### config.mk
export PLATFORM = sky130hd
export DESIGN_NAME = dlx_ctrl_fsm
export DESIGN_NICKNAME = d
export VERILOG_FILES = /design/src/rtl/dlx_ctrl_fsm.sv
export SDC_FILE = /design/constraint.sdc
export NUM_CORES = 1
export LEC_CHECK = 0
export BUFFER_PORTS_ARGS = -buffer_cell sky130_fd_sc_hd__buf_2
export CAP_MARGIN = 20
export CORE_MARGIN = 10
export CORE_UTILIZATION = 50
export CTS_CLUSTER_DIAMETER = 30
export DETAILED_ROUTE_END_ITERATION = 12
export HOLD_SLACK_MARGIN = 0.02
export PLACE_DENSITY = 0.77
export SYNTH_ARGS = -nofsm -noshare
export SYNTH_HDL_FRONTEND = slang
export SYNTH_SLANG_ARGS = --single-unit
### constraint.sdc
create_clock -name i_clk -period 4.6 [get_ports i_clk]
set_input_delay 1.15 -clock i_clk [delete_from_list [all_inputs] [get_ports i_clk]]
set_output_delay 1.15 -clock i_clk [all_outputs]
set_load 0.01 [all_outputs]
### src/rtl/dlx_ctrl_fsm.sv
// dlx_ctrl_fsm -- multi-cycle control FSM for the DLX core.
//
// Sequences fetch / decode / execute / memory / write-back and drives every
// datapath clock enable, mux select and memory strobe. Memory states wait on
// i_ack, and a watchdog sends the core to BUSERR if no ACK arrives in time.
//
// Parameters:
//   ACK_LIMIT  max wait cycles in a memory state before BUSERR (1..255)
//   STATE_W    width of o_state
// Ports:
//   i_clk, i_rst          clock (rising edge), async active-high reset
//   i_run                 1 allows leaving FETCH, 0 parks in FETCH
//   i_opcode[5:0]         IR[31:26]
//   i_aeqz                A == 0 (branch condition)
//   i_ack                 memory access complete
//   o_ir_ce .. o_mdr_ce   datapath register clock enables
//   o_gpr_we              GPR write enable
//   o_mr, o_mw            memory read / write strobes
//   o_alu_sel[1:0]        00 add, 01 ALUF, 10 ALUFP, 11 test
//   o_s1_sel[1:0]         00 PC, 01 A, 10 B, 11 MDR
//   o_s2_sel[1:0]         00 B, 01 SEXT_IMM, 10 const 0, 11 const 1
//   o_dint_sel            C source: 0 ALU, 1 shifter
//   o_illegal             one-cycle pulse on unknown opcode
//   o_halted              state is HALT or BUSERR
//   o_state               current state encoding

module dlx_ctrl_fsm #(
    parameter int ACK_LIMIT = 255,
    parameter int STATE_W   = 5
) (
    input  logic               i_clk,
    input  logic               i_rst,
    input  logic               i_run,
    input  logic [5:0]         i_opcode,
    input  logic               i_aeqz,
    input  logic               i_ack,
    output logic               o_ir_ce,
    output logic               o_pc_ce,
    output logic               o_a_ce,
    output logic               o_b_ce,
    output logic               o_c_ce,
    output logic               o_mar_ce,
    output logic               o_mdr_ce,
    output logic               o_gpr_we,
    output logic               o_mr,
    output logic               o_mw,
    output logic [1:0]         o_alu_sel,
    output logic [1:0]         o_s1_sel,
    output logic [1:0]         o_s2_sel,
    output logic               o_dint_sel,
    output logic               o_illegal,
    output logic               o_halted,
    output logic [STATE_W-1:0] o_state
);

    typedef enum logic [4:0] {
        S_FETCH       = 5'd0,
        S_DECODE      = 5'd1,
        S_ALU         = 5'd2,
        S_ALUI        = 5'd3,
        S_TESTI       = 5'd4,
        S_PALU        = 5'd5,
        S_ADDRCMP     = 5'd6,
        S_LOAD        = 5'd7,
        S_COPYMDR2C   = 5'd8,
        S_COPYGPR2MDR = 5'd9,
        S_STORE       = 5'd10,
        S_WBR         = 5'd11,
        S_WBI         = 5'd12,
        S_BRANCH      = 5'd13,
        S_BTAKEN      = 5'd14,
        S_JR          = 5'd15,
        S_SAVEPC      = 5'd16,
        S_JALR        = 5'd17,
        S_HALT        = 5'd30,
        S_BUSERR      = 5'd31
    } state_t;

    // Timeout fires on the wait cycle that would bring the count to ACK_LIMIT.
    localparam logic [7:0] CNT_LAST = 8'(ACK_LIMIT - 1);

    state_t      r_state, w_next;
    logic [7:0]  r_cnt, w_cnt_next;
    logic        w_wait;
    logic        w_mr, w_ir_ce;

    always_ff @(posedge i_clk or posedge i_rst) begin
        if (i_rst) begin
            r_state <= S_FETCH;
            r_cnt   <= 8'd0;
        end else begin
            r_state <= w_next;
            r_cnt   <= w_cnt_next;
        end
    end

    always_comb begin
        w_next      = r_state;
        w_cnt_next  = 8'd0;
        w_wait      = 1'b0;
        w_ir_ce     = 1'b0;
        w_mr        = 1'b0;
        o_pc_ce     = 1'b0;
        o_a_ce      = 1'b0;
        o_b_ce      = 1'b0;
        o_c_ce      = 1'b0;
        o_mar_ce    = 1'b0;
        o_mdr_ce    = 1'b0;
        o_gpr_we    = 1'b0;
        o_mw        = 1'b0;
        o_alu_sel   = 2'b00;
        o_s1_sel    = 2'b00;
        o_s2_sel    = 2'b00;
        o_dint_sel  = 1'b0;
        o_illegal   = 1'b0;
        o_halted    = 1'b0;

        case (r_state)
            S_FETCH: begin
                // RUN=0 parks with the strobe off; w_wait stays 0 so the
                // watchdog count is cleared while parked.
                if (i_run) begin
                    w_mr    = 1'b1;
                    w_ir_ce = i_ack;
                    if (i_ack) w_next = S_DECODE;
                    else       w_wait = 1'b1;
                end
            end
            S_DECODE: begin
                o_a_ce   = 1'b1;
                o_b_ce   = 1'b1;
                o_pc_ce  = 1'b1;
                o_s2_sel = 2'b11;
                casez (i_opcode)
                    6'b00000?: w_next = S_ALU;
                    6'b001???: w_next = S_ALUI;
                    6'b011???: w_next = S_TESTI;
                    6'b100011,
                    6'b101011: w_next = S_ADDRCMP;
                    6'b00010?: w_next = S_BRANCH;
                    6'b010110: w_next = S_JR;
                    6'b010111: w_next = S_SAVEPC;
                    6'b111111: w_next = S_HALT;
                    6'b111???: w_next = S_PALU;
                    default: begin
                        w_next    = S_FETCH;
                        o_illegal = 1'b1;
                    end
                endcase
            end
            S_ALU, S_PALU: begin
                o_c_ce    = 1'b1;
                o_s1_sel  = 2'b01;
                o_alu_sel = (r_state == S_PALU) ? 2'b10 : 2'b01;
                w_next    = S_WBR;
            end
            S_ALUI, S_TESTI: begin
                o_c_ce    = 1'b1;
                o_s1_sel  = 2'b01;
                o_s2_sel  = 2'b01;
                o_alu_sel = (r_state == S_TESTI) ? 2'b11 : 2'b01;
                w_next    = S_WBI;
            end
            S_WBR, S_WBI: begin
                o_gpr_we = 1'b1;
                w_next   = S_FETCH;
            end
            S_ADDRCMP: begin
                o_mar_ce = 1'b1;
                o_s1_sel = 2'b01;
                o_s2_sel = 2'b01;
                // Only 100011 / 101011 get here; bit 3 tells store from load.
                w_next   = i_opcode[3] ? S_COPYGPR2MDR : S_LOAD;
            end
            S_LOAD: begin
                w_mr     = 1'b1;
                o_mdr_ce = i_ack;
                if (i_ack) w_next = S_COPYMDR2C;
                else       w_wait = 1'b1;
            end
            S_COPYMDR2C: begin
                o_c_ce   = 1'b1;
                o_s1_sel = 2'b11;
                o_s2_sel = 2'b10;
                w_next   = S_WBI;
            end
            S_COPYGPR2MDR: begin
                o_mdr_ce = 1'b1;
                o_s1_sel = 2'b10;
                o_s2_sel = 2'b10;
                w_next   = S_STORE;
            end
            S_STORE: begin
                o_mw = 1'b1;
                if (i_ack) w_next = S_FETCH;
                else       w_wait = 1'b1;
            end
            S_BRANCH: begin
                w_next = (i_aeqz ^ i_opcode[0]) ? S_BTAKEN : S_FETCH;
            end
            S_BTAKEN: begin
                o_pc_ce  = 1'b1;
                o_s2_sel = 2'b01;
                w_next   = S_FETCH;
            end
            S_JR: begin
                o_pc_ce  = 1'b1;
                o_s1_sel = 2'b01;
                o_s2_sel = 2'b10;
                w_next   = S_FETCH;
            end
            S_SAVEPC: begin
                o_c_ce   = 1'b1;
                o_s2_sel = 2'b10;
                w_next   = S_JALR;
            end
            S_JALR: begin
                o_pc_ce  = 1'b1;
                o_gpr_we = 1'b1;
                o_s1_sel = 2'b01;
                o_s2_sel = 2'b10;
                w_next   = S_FETCH;
            end
            S_HALT, S_BUSERR: begin
                o_halted = 1'b1;
            end
            default: w_next = S_FETCH;
        endcase

        // Watchdog: a waiting cycle either times out or bumps the count;
        // every other cycle (ACK, state change, parked) leaves it at 0.
        if (w_wait) begin
            if (r_cnt == CNT_LAST) w_next     = S_BUSERR;
            else                   w_cnt_next = r_cnt + 8'd1;
        end
    end

    // FETCH is the reset state and its strobe is input-driven, so gate it
    // with reset to drop the bus request the instant reset asserts.
    assign o_mr    = w_mr    & ~i_rst;
    assign o_ir_ce = w_ir_ce & ~i_rst;
    assign o_state = STATE_W'(r_state);

endmodule

==> metrics.yaml, run 1 <==
yosys:
  yosys-top-cells-area: "dfrtp_1 (22%), nor2_1 (6.7%), nand2_1 (4.9%)"
  ys_ff_latch: 13
  yosysWarnings: 0
  syn_nets: 214
  netlist_instances: 201
  synth_area_um2: 1470
  syn_area_per_cell_um2: 7.29
  ys_seq_area_share_pct: 22.2
  yosysTopAreaCellShare_pct: 22.2
  synth_edf_count: 0
  ys_types: 53
  synth_top_cells_by_count: "nor2_1 (26), nand2_1 (19), buf_2 (13), dfrtp_1 (13)"
  ys.flop_type: "dfrtp_1"
  yosysMostFrequentCell: "nor2_1"
  synth_top_cell_by_area: "dfrtp_1"
  async_flop_share_pct: 100
routing:
  drc: 0
  num_vias: 1536
  wl_per_cell_um: 15.3
  drt_wl_total_mm: 3.83
  ant_nets: 0
  via_per_inst: 6.14
  drt_first_iter_violations: 113
  drt_pass1_iterations: 4
pwr:
  pwr_density_cell_nw_per_um2: 445
  leakagePower_nw: 0.726
  irDropWorstVdd_v: 0.000376
worst_setup_path:
  reg2reg_from: "o_state[3]$_DFF_PP0_"
  reg2reg_slack_ns: 2.47
  cp.required_ns: 3.45
  r2r_cells: 5
  crit_fanout: 25
  worstSetupPathType: "flop to output port"
  end_kind: "output port"
  reg2reg_to: "o_state[2]$_DFF_PP0_"
  cp_slowest_stage_delay_ns: 0.87
  crit_arrival_ns: 2.09
  crit_path_top_delay_cell: "dfrtp_1"
  path_cells: "inv_2 -> nor3_1 -> o21ai_0 -> o21ai_1 -> buf_2"
  crit_path_start_kind: "flop"
sta:
  fin_tns_setup_ns: 0
  fmax_mhz: 309
  tightest_slew_ns: 0.805
  rsz0062_at_grt: "no"
  fin_crit_sh_pct: 70.4
  worst_slack_ns: 1.36
  min_period_ns: 3.24
  skew_ns: 0.000922
  setup_violations: 0
  relSlewSlack_pct: 46.3
  slew_viol_final: 0
  report.final.hold_viol_count: 0
placed_design:
  portBuffers: 33
  post-dp-hpwl_mm: 2.84
  post_dp_cell_area_um2: 1570
  pre_cts_slack_ns: 1.37
  dp_cells: 246
  gp_congestion: 0.897
cts:
  cts_buffer_depth: 2
  cts_buffers: 3
  worstSkewPairLatency_ns: 0.27
  clock-sinks: 13
  ctsResizeCount: 0
  post_cts.repair.setup_buffers: 0
  cts_tree: "yes"
  cts_max_level: 1
  root_buffer: "clkbuf_4"
  cts-hold-fix-buffers: 0
  clk_pin_slew_ns: 0.08
final_layout:
  fin_nets: 233
  drive_gt1_share_pct: 21.9
  fin_cells: 250
  stdcell_area_um2: 1600
  utilization_pct: 57.4
  antennaDiodeCount: 0
  syn_to_final_growth_pct: 8.97
global_route:
  grt-ovfl-total: 0
  grt_max_degree: 26
  grt_pass1_vias: 1390
  antenna_found_initial: 0
  grt_usage_pct: 13.6
  grt_pass1_wl_mm: 6.31
floorplan:
  rows: 19
  core_area_um2: 2780
  start_util_pct: 52.7
  die_h_um: 74.1
  die_w_um: 74.1
  ioPinCount: 35
  dieArea_um2: 5500
hold_path:
  min_from: "r_cnt[0]$_DFF_PP0_"
  holdPathStages: 1
  hold_end: "r_cnt[0]$_DFF_PP0_"
  hp-class: "flop to flop"
run_status:
  status: "completed"
run:
  max_cap_violations: 0
## layer usage
metal / vias up / wire length, um / track usage (%)
met5: - / 0 / 0
met4: 0 / 27 / 4.97
met3: 2 / 157 / 1.60
met2: 38 / 1890 / 22.4
met1: 730 / 1760 / 17.7
li1: 766 / - / -
## area by class of cell
| type | instances | area, um2 |
|---|---|---|
| Clock buffer | 4 | 26.3 |
| Fill cell | 291 | 1180 |
| Inverter | 9 | 33.8 |
| Multi-Input combinational cell | 160 | 1010 |
| Sequential cell | 13 | 325 |
| Tap cell | 31 | 38.8 |
| Timing Repair Buffer | 33 | 165 |
## logic make-up (layout without fill, tap and decap cells)
logic type                 Yosys count  after routing  share of synthesized area, %
other                                1              1                         0.256
buffers and inverters               28             46                          9.05
adders and majority gates            2              2                          1.71
AOI/OAI and AO/OA                   56             56                          26.3
DFF                                 13             13                          22.2
xor gates and xnor gates             9              9                          5.38
and+or+nand+nor                     89             89                          33.0
muxes                                3              3                          2.13
## how the worst max path moves through the flow
stage | slack [ns] | to | from | depth (start not counted)
2_1_floorplan | 1.50 | o_illegal | i_opcode[0] | 6
3_5_place_dp | 1.37 | o_illegal | i_opcode[5] | 7
3_3_place_gp | 1.39 | o_illegal | i_opcode[5] | 7
5_1_grt | 1.07 | o_s1_sel[0] | o_state[3]$_DFF_PP0_ | 5
4_1_cts | 1.37 | o_illegal | i_opcode[5] | 7
6_report | 1.36 | o_s1_sel[0] | o_state[2]$_DFF_PP0_ | 5
## placed cells by master, fill, tap and decap left out, types with 2 or more instances in the layout
master / Yosys / final
nand2_1: 19 / 19
nand3_1: 12 / 12
nand4_1: 3 / 3
o211ai_1: 2 / 2
inv_2: 3 / 3
nor2_1: 26 / 26
nor4_2: 2 / 2
o2111ai_1: 2 / 2
o22ai_1: 4 / 4
clkbuf_4: 0 / 3
xnor2_1: 4 / 4
inv_1: 6 / 6
and4b_1: 2 / 2
nor3_1: 7 / 7
a21o_1: 2 / 2
o32a_1: 2 / 2
dfrtp_1: 13 / 13
nor2b_1: 2 / 2
a32o_1: 3 / 3
o21ai_0: 12 / 12
a31oi_1: 7 / 7
mux2i_1: 2 / 2
xor2_1: 5 / 5
a21oi_1: 9 / 9
nand2b_1: 6 / 6
ha_1: 2 / 2
buf_2: 13 / 33
## sequential cells by signal, summed over array words and instances (netlist names)
name / flops
o_state: 5
r_cnt: 8
## where the power goes
group,internal (mW),switching [mW]
clock,0.0335,0.0360
sequential,0.130,0.0972
combinational,0.185,0.230
total,0.348,0.363
## metrics by stage
| stage | total power [mW] | hold WS, ns |
|---|---|---|
| floorplan | 0.529 | 0.471 |
| global placement | 0.643 | 0.493 |
| detailed placement | 0.646 | 0.514 |
| CTS | 0.717 | 0.525 |
| global route | 0.780 | 0.572 |
| finish | 0.711 | 0.520 |
## critical path, delay by kind of cell, from the launching register on
kind / cells / cell delay, ns
flops: 1 / 0.87
simple gates: 1 / 0.33
buf+inv: 2 / 0.35
compound gates: 2 / 0.25
Note: power is estimated with default switching activity, not from simulation.
==> run 2: changes to the inputs <==
Clock period 4.6 ns to 3.32 ns, I/O delays scaled along.
==> metrics.yaml, run 2 (synthesis gave the netlist of run 1 again) <==
global_route:
  grt_pass1_vias: 1456
  grt_usage_pct: 13.8
  grt_max_degree: 25
  antenna_found_initial: 0
  grt-ovfl-total: 0
  grt_pass1_wl_mm: 6.38
final_layout:
  layout_common_cells: "buf_2 (33), nor2_1 (26), nand2_1 (19)"
  stdcell_area_um2: 1640
  drive_gt1_share_pct: 24.1
  fin_cells: 255
  largest_reg_flops: 8
  top_register: "r_cnt"
  utilization_pct: 58.8
  antennaDiodeCount: 0
  fin_nets: 238
  layout_commonest_cell: "buf_2"
  syn_to_final_growth_pct: 11.6
sta:
  rsz0062_at_grt: "no"
  hold_ws_ns: 0.521
  min_period_ns: 2.81
  setup_violations: 0
  skew_ns: 0.00267
  fmax_mhz: 356
  tightest_slew_ns: 0.694
  fin_tns_setup_ns: 0
  relSlewSlack_pct: 53.8
  slew_viol_final: 0
  report.final.hold_viol_count: 0
  fin_crit_sh_pct: 84.6
floorplan:
  rows: 19
  die_h_um: 74.1
  core_area_um2: 2780
  die_w_um: 74.1
  dieArea_um2: 5500
  ioPinCount: 35
  start_util_pct: 52.7
worst_setup_path:
  crit_path_start_kind: "flop"
  end_kind: "output port"
  r2r_cells: 6
  crit_arrival_ns: 1.98
  reg2reg_from: "o_state[3]$_DFF_PP0_"
  crit_fanout: 24
  reg2reg_to: "o_state[2]$_DFF_PP0_"
  reg2reg_slack_ns: 1.26
  crit_path_end: "o_s1_sel[0]"
  cp.required_ns: 2.49
  critPathLaunch: "o_state[1]$_DFF_PP0_"
  worstSetupPathType: "flop to output port"
placed_design:
  portBuffers: 33
  post-dp-hpwl_mm: 2.93
  post_dp_cell_area_um2: 1610
  dp_cells: 251
  gp_congestion: 0.877
routing:
  drc: 0
  via_per_inst: 5.87
  ant_nets: 0
  drt_first_iter_violations: 76
  drt_wl_total_mm: 3.82
  wl_per_cell_um: 15.0
  num_vias: 1498
  drt_pass1_iterations: 4
cts:
  worstSkewPairLatency_ns: 0.27
  cts_tree: "yes"
  ctsResizeCount: 0
  cts_buffers: 3
  clk_pin_slew_ns: 0.08
  cts_max_level: 1
  clock-sinks: 13
  cts_buffer_depth: 2
  post_cts.repair.setup_buffers: 0
  cts-hold-fix-buffers: 0
  root_buffer: "clkbuf_4"
hold_path:
  min_from: "r_cnt[0]$_DFF_PP0_"
  hp-class: "flop to flop"
run:
  max_cap_violations: 0
pwr:
  pwr_density_cell_nw_per_um2: 618
  leakagePower_nw: 0.754
  irDropWorstVdd_v: 0.000577
run_status:
  status: "completed"
-- run 2: worst min path at each step --
stage                               endpoint  slack (ns)  cells past startpoint
after global placement    r_cnt[0]$_DFF_PP0_        0.49                      1
after global routing      r_cnt[0]$_DFF_PP0_        0.54                      1
after floorplan           r_cnt[0]$_DFF_PP0_        0.47                      1
after detailed placement  r_cnt[0]$_DFF_PP0_        0.51                      1
after CTS                 r_cnt[0]$_DFF_PP0_        0.52                      1
final                     r_cnt[0]$_DFF_PP0_        0.52                      1
-- run 2: power by group --
group	internal, mW	leakage (nW)	switching (mW)
sequential	0.181	0.176	0.0968
combinational	0.274	0.560	0.363
clock	0.0446	0.0177	0.0508
-- run 2: cell type report --
| cell class | instances | area (um2) |
|---|---|---|
| repair buffers | 38 | 203 |
| clock buffers | 3 | 22.5 |
| flip-flops and latches | 13 | 325 |
| fillers | 275 | 1150 |
| clock inverters | 1 | 5.00 |
| well taps | 31 | 38.8 |
| inverters | 9 | 33.8 |
| multi-input cells | 160 | 1010 |
-- run 2: metrics by stage --
stage / worst slack, ns / total power [mW]
final: 0.512 / 1.01
after floorplan: 0.857 / 0.734
after CTS: 0.513 / 1.02
after global placement: 0.750 / 0.917
after global routing: 0.265 / 1.11
after detailed placement: 0.718 / 0.920
-- run 2: worst max-delay path, cell delays in order, from the launching register on --
cell,delay (ns)
dfrtp_1,0.79
inv_2,0.20
mux2_2,0.33
nor2_1,0.09
nor2_1,0.05
o21ai_1,0.10
buf_2,0.14
-- run 2: layer usage --
| metal | vias up | track usage (%) | routed length [um] |
|---|---|---|---|
| met4 | 0 | 4.55 | 34 |
| met1 | 688 | 17.9 | 1820 |
| met3 | 4 | 1.06 | 153 |
| met5 | - | 0 | 0 |
| met2 | 36 | 23.4 | 1810 |
| li1 | 770 | - | - |
